===== src/rtl/bk_adder_bist.sv =====
// ============================================================================
// bk_adder_bist
//
// Built-in self test sequencer for an external N-bit adder (typically a
// Brent-Kung prefix adder). A run launches 8 directed vectors and then
// NUM_RAND vectors from a 32-bit Galois LFSR. Each launched vector's
// expected (N+1)-bit sum travels down a LAT-deep pipeline. It is compared
// with Sum when it reaches the end of that pipeline.
//
// Ports
//   clk      in   1      single clock, rising edge
//   rst_n    in   1      asynchronous active-low reset
//   start    in   1      request a run (honoured only in IDLE or DONE)
//   A, B     out  N      registered operands to the adder under test
//   Cin      out  1      registered carry-in to the adder under test
//   Sum      in   N+1    adder result, Sum[N] is the carry-out
//   busy     out  1      run in progress
//   done     out  1      level, run finished (until the next accepted start)
//   pass     out  1      valid with done, 1 when no mismatch was seen
//   err_cnt  out  16     saturating mismatch count
//   err_vec  out  2N+1   {Cin,B,A} of the first mismatching vector
//
// Optional build macro
//   BK_BIST_STOP_ON_ERR_EN  when defined, the first mismatch stops further
//                           launches, flushes in-flight compares and drains.
//
// Timeline with the start-accept edge as edge 0
//   - Directed vectors are launched at edges 1..8.
//   - Random vectors are launched at edges 9..8+NUM_RAND.
//   - RANDOM then spends one bubble cycle with no launch.
//   - DRAIN lasts LAT cycles.
//   - DONE is entered at edge 8+NUM_RAND+LAT+1.
// ============================================================================
module bk_adder_bist #(
    parameter int          N        = 32,
    parameter int          NUM_RAND = 1024,
    parameter int          LAT      = 1,
    parameter logic [31:0] SEED     = 32'hACE1_2468
) (
    input  logic           clk,
    input  logic           rst_n,
    input  logic           start,
    output logic [N-1:0]   A,
    output logic [N-1:0]   B,
    output logic           Cin,
    input  logic [N:0]     Sum,
    output logic           busy,
    output logic           done,
    output logic           pass,
    output logic [15:0]    err_cnt,
    output logic [2*N:0]   err_vec
);

    typedef enum logic [2:0] {
        S_IDLE     = 3'd0,
        S_DIRECTED = 3'd1,
        S_RANDOM   = 3'd2,
        S_DRAIN    = 3'd3,
        S_DONE     = 3'd4
    } state_t;

    // Galois feedback mask for x^32 + x^22 + x^2 + x + 1 (right-shifting form)
    localparam logic [31:0] LFSR_TAPS  = 32'h8020_0003;
    localparam logic [15:0] RAND_CNT   = 16'(NUM_RAND);
    localparam logic [15:0] DRAIN_LAST = 16'(LAT - 1);

    // ------------------------------------------------------------------
    // Helper functions
    // ------------------------------------------------------------------

    // One step of the Galois LFSR.
    function automatic logic [31:0] lfsr_next(input logic [31:0] s);
        if (s[0]) begin
            lfsr_next = {1'b0, s[31:1]} ^ LFSR_TAPS;
        end else begin
            lfsr_next = {1'b0, s[31:1]};
        end
    endfunction

    // Random vector packed as {Cin,B,A}.
    // B is taken from the bit-reversed LFSR state.
    function automatic logic [2*N:0] random_vec(input logic [31:0] s);
        logic [31:0] rev;
        rev = 32'd0;
        for (int i = 0; i < 32; i++) begin
            rev[i] = s[31-i];
        end
        random_vec = {s[0] ^ s[31], rev[N-1:0], s[N-1:0]};
    endfunction

    // Directed corner vectors, packed as {Cin,B,A}.
    // They cover the zero cases, full carry ripple, the alternating
    // pattern, the low-bit ripple and the MSB-only carry.
    function automatic logic [2*N:0] directed_vec(input logic [2:0] idx);
        logic [N-1:0] ones;
        logic [N-1:0] zero;
        logic [N-1:0] alt;
        logic [N-1:0] msb;
        logic [N-1:0] one;
        ones = {N{1'b1}};
        zero = {N{1'b0}};
        msb  = {1'b1, {(N-1){1'b0}}};
        one  = {{(N-1){1'b0}}, 1'b1};
        alt  = {N{1'b0}};
        for (int i = 0; i < N; i++) begin
            alt[i] = ((i % 2) == 0);
        end
        case (idx)
            3'd0:    directed_vec = {1'b0, zero, zero};
            3'd1:    directed_vec = {1'b1, zero, zero};
            3'd2:    directed_vec = {1'b1, zero, ones};
            3'd3:    directed_vec = {1'b0, ones, ones};
            3'd4:    directed_vec = {1'b1, ones, ones};
            3'd5:    directed_vec = {1'b1, ~alt, alt};
            3'd6:    directed_vec = {1'b0, ones, one};
            3'd7:    directed_vec = {1'b0, msb, msb};
            default: directed_vec = {(2*N+1){1'b0}};
        endcase
    endfunction

    // ------------------------------------------------------------------
    // State
    // ------------------------------------------------------------------
    state_t                   state_q,   state_d;
    logic [15:0]              cnt_q,     cnt_d;
    logic [31:0]              lfsr_q,    lfsr_d;
    logic [N-1:0]             a_q,       a_d;
    logic [N-1:0]             b_q,       b_d;
    logic                     cin_q,     cin_d;
    logic                     busy_q,    busy_d;
    logic                     done_q,    done_d;
    logic                     pass_q,    pass_d;
    logic [15:0]              err_cnt_q, err_cnt_d;
    logic [2*N:0]             err_vec_q, err_vec_d;
    // Expected-value pipeline: valid flag, expected sum and source vector.
    logic [LAT-1:0]           vld_q,     vld_d;
    logic [LAT-1:0][N:0]      exp_q,     exp_d;
    logic [LAT-1:0][2*N:0]    vec_q,     vec_d;

    logic                     launch_s;
    logic [2*N:0]             launch_vec_s;
    logic                     mismatch_s;
    logic                     flush_s;

    // Next-state, launch, compare and pipeline logic.
    always_comb begin
        state_d      = state_q;
        cnt_d        = cnt_q;
        lfsr_d       = lfsr_q;
        a_d          = a_q;
        b_d          = b_q;
        cin_d        = cin_q;
        busy_d       = busy_q;
        done_d       = done_q;
        pass_d       = pass_q;
        err_cnt_d    = err_cnt_q;
        err_vec_d    = err_vec_q;
        launch_s     = 1'b0;
        launch_vec_s = {(2*N+1){1'b0}};
        flush_s      = 1'b0;
        vld_d        = {LAT{1'b0}};
        exp_d        = exp_q;
        vec_d        = vec_q;

        // The oldest pipeline stage lines up with the Sum being sampled now.
        mismatch_s = vld_q[LAT-1] & (Sum != exp_q[LAT-1]);

        if (mismatch_s) begin
            if (err_cnt_q != 16'hFFFF) begin
                err_cnt_d = err_cnt_q + 16'd1;
            end else begin
                err_cnt_d = err_cnt_q;
            end
            if (err_cnt_q == 16'd0) begin
                err_vec_d = vec_q[LAT-1];
            end else begin
                err_vec_d = err_vec_q;
            end
        end else begin
            err_cnt_d = err_cnt_q;
            err_vec_d = err_vec_q;
        end

        case (state_q)
            S_IDLE, S_DONE: begin
                if (start) begin
                    state_d   = S_DIRECTED;
                    cnt_d     = 16'd0;
                    lfsr_d    = SEED;
                    busy_d    = 1'b1;
                    done_d    = 1'b0;
                    pass_d    = 1'b0;
                    err_cnt_d = 16'd0;
                    err_vec_d = {(2*N+1){1'b0}};
                end else begin
                    state_d = state_q;
                end
            end
            S_DIRECTED: begin
                launch_s     = 1'b1;
                launch_vec_s = directed_vec(cnt_q[2:0]);
                if (cnt_q == 16'd7) begin
                    state_d = S_RANDOM;
                    cnt_d   = 16'd0;
                end else begin
                    cnt_d = cnt_q + 16'd1;
                end
            end
            S_RANDOM: begin
                // After the last launch, one bubble cycle lets the final
                // vector be sampled before DRAIN starts.
                if (cnt_q < RAND_CNT) begin
                    launch_s     = 1'b1;
                    launch_vec_s = random_vec(lfsr_q);
                    lfsr_d       = lfsr_next(lfsr_q);
                    cnt_d        = cnt_q + 16'd1;
                end else begin
                    state_d = S_DRAIN;
                    cnt_d   = 16'd0;
                end
            end
            S_DRAIN: begin
                if (cnt_q >= DRAIN_LAST) begin
                    state_d = S_DONE;
                    cnt_d   = 16'd0;
                    busy_d  = 1'b0;
                    done_d  = 1'b1;
                    pass_d  = (err_cnt_d == 16'd0);
                end else begin
                    cnt_d = cnt_q + 16'd1;
                end
            end
            default: begin
                state_d = S_IDLE;
                cnt_d   = 16'd0;
                busy_d  = 1'b0;
                done_d  = 1'b0;
                pass_d  = 1'b0;
            end
        endcase

`ifdef BK_BIST_STOP_ON_ERR_EN
        // Stop at the first miscompare.
        // The launch for this cycle is cancelled, the LFSR is frozen, the
        // in-flight compares are flushed, and the run drains for LAT cycles.
        if (mismatch_s && busy_q) begin
            launch_s = 1'b0;
            flush_s  = 1'b1;
            lfsr_d   = lfsr_q;
            state_d  = S_DRAIN;
            cnt_d    = 16'd0;
            busy_d   = 1'b1;
            done_d   = 1'b0;
            pass_d   = 1'b0;
        end else begin
            flush_s = 1'b0;
        end
`endif

        if (launch_s) begin
            a_d   = launch_vec_s[N-1:0];
            b_d   = launch_vec_s[2*N-1:N];
            cin_d = launch_vec_s[2*N];
        end else begin
            a_d   = a_q;
            b_d   = b_q;
            cin_d = cin_q;
        end

        // The expected sum is computed at launch and ages alongside its vector.
        vld_d[0] = launch_s & ~flush_s;
        exp_d[0] = {1'b0, launch_vec_s[N-1:0]} + {1'b0, launch_vec_s[2*N-1:N]}
                 + {{N{1'b0}}, launch_vec_s[2*N]};
        vec_d[0] = launch_vec_s;
        for (int i = 1; i < LAT; i++) begin
            vld_d[i] = vld_q[i-1] & ~flush_s;
            exp_d[i] = exp_q[i-1];
            vec_d[i] = vec_q[i-1];
        end
    end

    // All state registers, with asynchronous reset to IDLE and LFSR=SEED.
    always_ff @(posedge clk or negedge rst_n) begin
        if (!rst_n) begin
            state_q   <= S_IDLE;
            cnt_q     <= 16'd0;
            lfsr_q    <= SEED;
            a_q       <= {N{1'b0}};
            b_q       <= {N{1'b0}};
            cin_q     <= 1'b0;
            busy_q    <= 1'b0;
            done_q    <= 1'b0;
            pass_q    <= 1'b0;
            err_cnt_q <= 16'd0;
            err_vec_q <= {(2*N+1){1'b0}};
            vld_q     <= {LAT{1'b0}};
            exp_q     <= {(LAT*(N+1)){1'b0}};
            vec_q     <= {(LAT*(2*N+1)){1'b0}};
        end else begin
            state_q   <= state_d;
            cnt_q     <= cnt_d;
            lfsr_q    <= lfsr_d;
            a_q       <= a_d;
            b_q       <= b_d;
            cin_q     <= cin_d;
            busy_q    <= busy_d;
            done_q    <= done_d;
            pass_q    <= pass_d;
            err_cnt_q <= err_cnt_d;
            err_vec_q <= err_vec_d;
            vld_q     <= vld_d;
            exp_q     <= exp_d;
            vec_q     <= vec_d;
        end
    end

    assign A       = a_q;
    assign B       = b_q;
    assign Cin     = cin_q;
    assign busy    = busy_q;
    assign done    = done_q;
    assign pass    = pass_q;
    assign err_cnt = err_cnt_q;
    assign err_vec = err_vec_q;

endmodule


===== config.mk =====
export PLATFORM = sky130hd
export DESIGN_NAME = bk_adder_bist
export DESIGN_NICKNAME = d
export VERILOG_FILES = /design/src/rtl/bk_adder_bist.sv
export SDC_FILE = /design/constraint.sdc
export NUM_CORES = 1
export LEC_CHECK = 0
export CELL_PAD_IN_SITES_DETAIL_PLACEMENT = 0
export CELL_PAD_IN_SITES_GLOBAL_PLACEMENT = 1
export CORE_MARGIN = 3
export CORE_UTILIZATION = 46
export CTS_CLUSTER_DIAMETER = 100
export DETAILED_ROUTE_END_ITERATION = 6
export PLACE_DENSITY_LB_ADDON = 0.1
export RECOVER_POWER = 50
export SLEW_MARGIN = 20
export SYNTH_ARGS = -nofsm -noshare
export SYNTH_HDL_FRONTEND = slang
export SYNTH_SLANG_ARGS = --single-unit

===== constraint.sdc =====
create_clock -name clk -period 11.04 [get_ports clk]
set_input_delay 2.208 -clock clk [delete_from_list [all_inputs] [get_ports clk]]
set_output_delay 2.208 -clock clk [all_outputs]
set_load 0.005 [all_outputs]

== After elaboration in Yosys (flattened, before gate mapping) ==
Memory sizes are Yosys's and may differ from the RTL's.
Cells that the tools add are included.
Cells by class
  $add $sub $neg: 4
  magnitude comparators: 2
  equal/unequal tests: 12
  muxes and demuxes: 34
  bitwise logic cells: 4
  reductions and logical operators: 9
Operators with widths (number)
  65-bit 2-to-1 mux: 5
  65-bit one-hot mux with 2 select lines: 1
  16-bit 2-to-1 mux: 8
  32-bit 2-to-1 mux: 3
  16-bit one-hot mux with 4 select lines: 1
  32-bit one-hot mux with 2 select lines: 1
  32-bit by 32-bit adder with 33-bit output: 1
  33-bit by 1-bit adder with 33-bit output: 1
  33-bit != test: 1
  16-bit by 1-bit adder with 16-bit output, second input constant: 2
  16-bit zero test: 2
  16-bit by 3-bit == test with 1-bit output, second input constant: 1
  16-bit by 1-bit greater-or-equal comparator with 1-bit output, second input constant: 1
  16-bit by 11-bit < comparator with 1-bit output, second input constant: 1
  16-bit != test, second input constant: 1
  3-bit 2-to-1 mux: 4
  3-bit one-hot mux with 4 select lines: 1
  2-bit != test, second input constant: 5
  1-bit one-hot mux with 3 select lines: 3
  3-bit by 2-bit == test with 1-bit output, second input constant: 2
  1-bit 2-to-1 mux: 6
  3-bit AND reduction: 2
  3-bit NOT with 4-bit output: 1
  4-bit AND reduction: 1
  other kinds (9): 10
Storage, ports and cells
  flip-flop bits (word level): 299
  bits in read-only memories: 520
  logic and storage cells: 80
  memories kept: 1
Memories
  (name not given): depth 8, width 65, rd ports 1, clocked after Yosys merged registers in 0, write ports 0, line 108  | case (idx)

== Longest topological paths before layout ==
  depth after elaboration: 6
  gate-level depth with buffers: 19

== Least setup slack after synthesis ==
No wires, ideal clock.
  path type: input -> register
  from: input Sum[15]
  to: register pass_q (netlist: pass)
  arrival: 3.998 ns
  required time: 10.936 ns
  setup slack: 6.938 ns
  cell stages on the path: 11
  path buffers: 1
  path through: xor2_1 -> nor4_1 -> nand4_1 -> o31ai_4 -> or2_4 -> buf_8 -> inv_1 -> nand2_1 -> mux2i_1 -> nand3_1 -> o41ai_2
Between the ends
  cells in the longest elaborated chain, start to end: 6
Ends and longest elaborated chain
  from (decl): line 46  | input logic [N:0] Sum,
  33-bit != test: line 166  | mismatch_s = vld_q[LAT-1] & (Sum != exp_q[LAT-1]);
  1-bit bitwise AND: line 166
  16-bit 2-to-1 mux: line 168  | if (mismatch_s) begin
  16-bit zero test: line 228  | pass_d = (err_cnt_d == 16'd0);
  1-bit 2-to-1 mux: line 223  | if (cnt_q >= DRAIN_LAST) begin
  1-bit one-hot mux with 3 select lines: line 184  | case (state_q)
  to (signal assigned): line 308  | pass_q <= pass_d;
  to (decl): line 132  | logic pass_q, pass_d;
No other way between the ends. The select of a mux whose other input is x is not followed.
A chain may end at the register's enable or synchronous reset.

==> reports/qor.csv <==
metric;value;unit
initial antenna violation count;2;
Row Count;60;
vias post-DR;9398;
crit path DAT;5930;ps
outcome;finished, violations left;
commonest non-fill, non-tap cells in the layout;316 x nand2_1, 286 x dfrtp_1, 154 x clkdlybuf4s50_1, 93 x a21oi_1, 84 x a21o_1;
clk_lat worst skew;510;ps
xor/xnor share of the synthesized area;6.026;%
Synth Area in Simple Gates;15.65;%
die width;172.7;um
final wirelength;33990;um
internal reg-to-reg setup slack;5500;ps
IO Port Bufs;184;
post-synthesis adder-cell area fraction;4.128;%
hold_buf cts;0;
first-pass GRT wire length;53390;um
Max-slew headroom;-103.4;%
WS Path Type;register to register;
Post-synth EDFFs;0;
fillers;2309;
CP max-delay cell;clkbuf_1;
post-CTS sizing;0;
Slew Limit Fails;144;
HPWL Detailed;24430;um
largest net degree at the start of global routing;106;
GPL Wtd Cong;0.8789;
unrepaired setup endpoints after global routing;no;
Peak Freq;180.4;MHz
Max Root-Sink Buffers;3;
Synth cell types;57;
Overflow after GRT;0;
Req. time, crit path;11430;ps
asr flop ratio synth;100.0;%
Synth area leader;dfrtp_1;
Max FO, Critical Path;35;
most common cell after layout, fill and taps aside;nand2_1;
clock sink total;299;
CTS Buf Count;34;
drt pass-1 iters;5;
Die Ht;172.7;um
Compound-Gate Fraction of Synth Area;13.29;%
CTS tree;built;
vias per cell;5.207;
FF/Latch Area;7498;um2
routed len/inst;18.83;um
Power Density;286.4;nW/um2
placed inst area;14990;um2
Yosys Warn Count;0;
Avg Inst Size Synth;10.43;um2
DRT iter0 DRCs;692;
worst reg-to-reg path cell count;18;
failing checks;max-capacitance violations, max-slew violations;
cell area after layout;16140;um2
Starting Density;47.06;%
Remaining DRCs;0;
Max VDD drop;142.3;uV
Root Driver;clkbuf_16;
Area growth syn-to-layout;26.19;%
Post-Syn Area;12790;um2
R2R Path End;exp_q[30]$_DFF_PN0_;
crit path cell chain;nor2b_1, nand2b_1, nor2_2, clkbuf_1, nand2_1, nand2_1, fa_1, fa_1, a211oi_1, nor2_1, o211ai_1, o31ai_1, a31oi_1, o211ai_1, a41oi_2, o21bai_1, a21oi_1, xnor2_1;
worst hold path type;register to register;
Period Utilization, post-route;50.22;%
Slew @ Worst Pin;3050;ps
hold_sp;A[23]$_DFFE_PN0P_;
post-route ant nets;0;
number of synthesized register bits;299;
minimum clock period;5544;ps
nature of the critical path endpoint;register;
CP max stage delay;1120;ps
setup TNS;0;ps
final setup vio count;0;
largest family of logic cells by synthesized area;simple AND/OR/NAND/NOR gates;
multi-input logic area;5041;um2
Final nets;1485;
share of post-route cells with drive strength above 1;6.629;%
IO Pins;185;
postcts setup bufs;0;
Clock Skew;11.52;ps
Lkg Pwr;8.288;nW
post-synthesis sequential area ratio;58.63;%
hold depth;1;
Clk pin slew, worst setup/hold paths;60;ps
vias in the first global route;9309;
Synth area leaders;dfrtp_1 56%, nand2_1 9.3%, a21o_1 4.9%;
GRT Total Usage;22.78;%
Ant. Diodes;0;
die area;29840;um2
Final Hold Viols;0;
Main synth FF type;dfrtp_1;
worst hold endpoint;A[23]$_DFFE_PN0P_;
Post-Synthesis Cells;1226;
Synth top area share;55.96;%
launching point of the worst reg2reg path;state_q[1]$_DFFE_PN0P_;
type of origin of the critical path;register;
Core ar.;27180;um2
syn nets;1303;
post-synthesis mux area share;0.2348;%
H-tree Lvls;2;
MaxCap Viol Count;3;
## metrics by stage
step / worst slack [ps] / utilization (%) / cells / total power, mW / hold WS (ps)
floorplan: 6938 / - / 1226 / 2.709 / 446.0
global placement: 5777 / 55.18 / 1744 / 3.501 / 459.5
detailed placement: 5757 / 55.18 / 1744 / 3.524 / 463.0
CTS: 6254 / 59.47 / 1805 / 4.679 / 471.3
global route: 4671 / 59.39 / 1805 / 4.926 / 480.1
finish: 5496 / 59.39 / 1805 / 4.623 / 469.4
## where the power goes
| part | internal (mW) | leakage [nW] | total (mW) | switching, mW |
|---|---|---|---|---|
| clock network | 0.706 | 0.568 | 1.14 | 0.432 |
| logic | 0.749 | 3.75 | 1.78 | 1.04 |
| registers | 1.49 | 3.97 | 1.70 | 0.212 |
| total | 2.94 | 8.29 | 4.62 | 1.68 |
## cell families after synthesis
family / Yosys count
buffers and inverters: 64
muxes: 3
AOI/OAI and AO/OA: 259
xor gates and xnor gates: 88
and+or+nand+nor: 472
adders and majority gates: 41
DFF: 299
## layout make-up
type	instances	share of cell area, %
sequential	299	46.46
multi-input combinational	863	31.24
timing repair buffer	194	11.81
clock buffer	54	6.814
tap	372	2.884
clock inverter	7	0.4186
inverter	16	0.3721
## flip-flops by register name, summed over array words and instances (netlist names), 3 cells and up
register / flops
err_vec: 65
vec_q: 65
exp_q: 33
A: 32
B: 32
lfsr_q: 32
cnt_q: 16
err_cnt: 16
state_q: 3
## synthesized netlist by cell type (all sizes together), types with 5 or more instances
library cell and n:
and3 8, a31oi 7, a21o 84, clkbuf 34, dfrtp 286, nor2 62, nand4 8, o21bai 5
o22a 11, nor3 12, o31ai 8, dfstp 13, buf 14, nor2b 5, ha 39, a21oi 93
o21ai 32, inv 16, nand3 27, nand2b 9, nand2 316, xor2 54, nor4 11, xnor2 34
## how the worst max path moves through the flow
stage / startpoint / end / slack, ps / depth (start not counted)
2_1_floorplan: Sum[15] / pass$_DFFE_PN0P_ / 6940 / 11
3_3_place_gp: Sum[15] / pass$_DFFE_PN0P_ / 5780 / 11
3_5_place_dp: Sum[11] / pass$_DFFE_PN0P_ / 5760 / 11
4_1_cts: Sum[11] / pass$_DFFE_PN0P_ / 6250 / 11
5_1_grt: rst_n / lfsr_q[14]$_DFFE_PN0P_ / 4670 / 3
6_report: state_q[1]$_DFFE_PN0P_ / exp_q[30]$_DFF_PN0_ / 5500 / 18
## metal layers
metal / track usage, % / up-vias / routed length [um]
met2: 33.65 / 238 / 14600
met5: 0 / - / 26
li1: - / 4500 / -
met4: 5.642 / 4 / 710
met3: 4.765 / 54 / 2064
met1: 34.59 / 4602 / 16580
## critical path, delay by kind of cell, from the launching register on
kind | cells | cell delay [ps]
xor+xnor | 1 | 130
simple gates | 6 | 1380
buf+inv | 1 | 1120
fa+ha+maj | 2 | 490
compound gates | 8 | 1780
flops | 1 | 490
(Power assumes the default switching activity.)
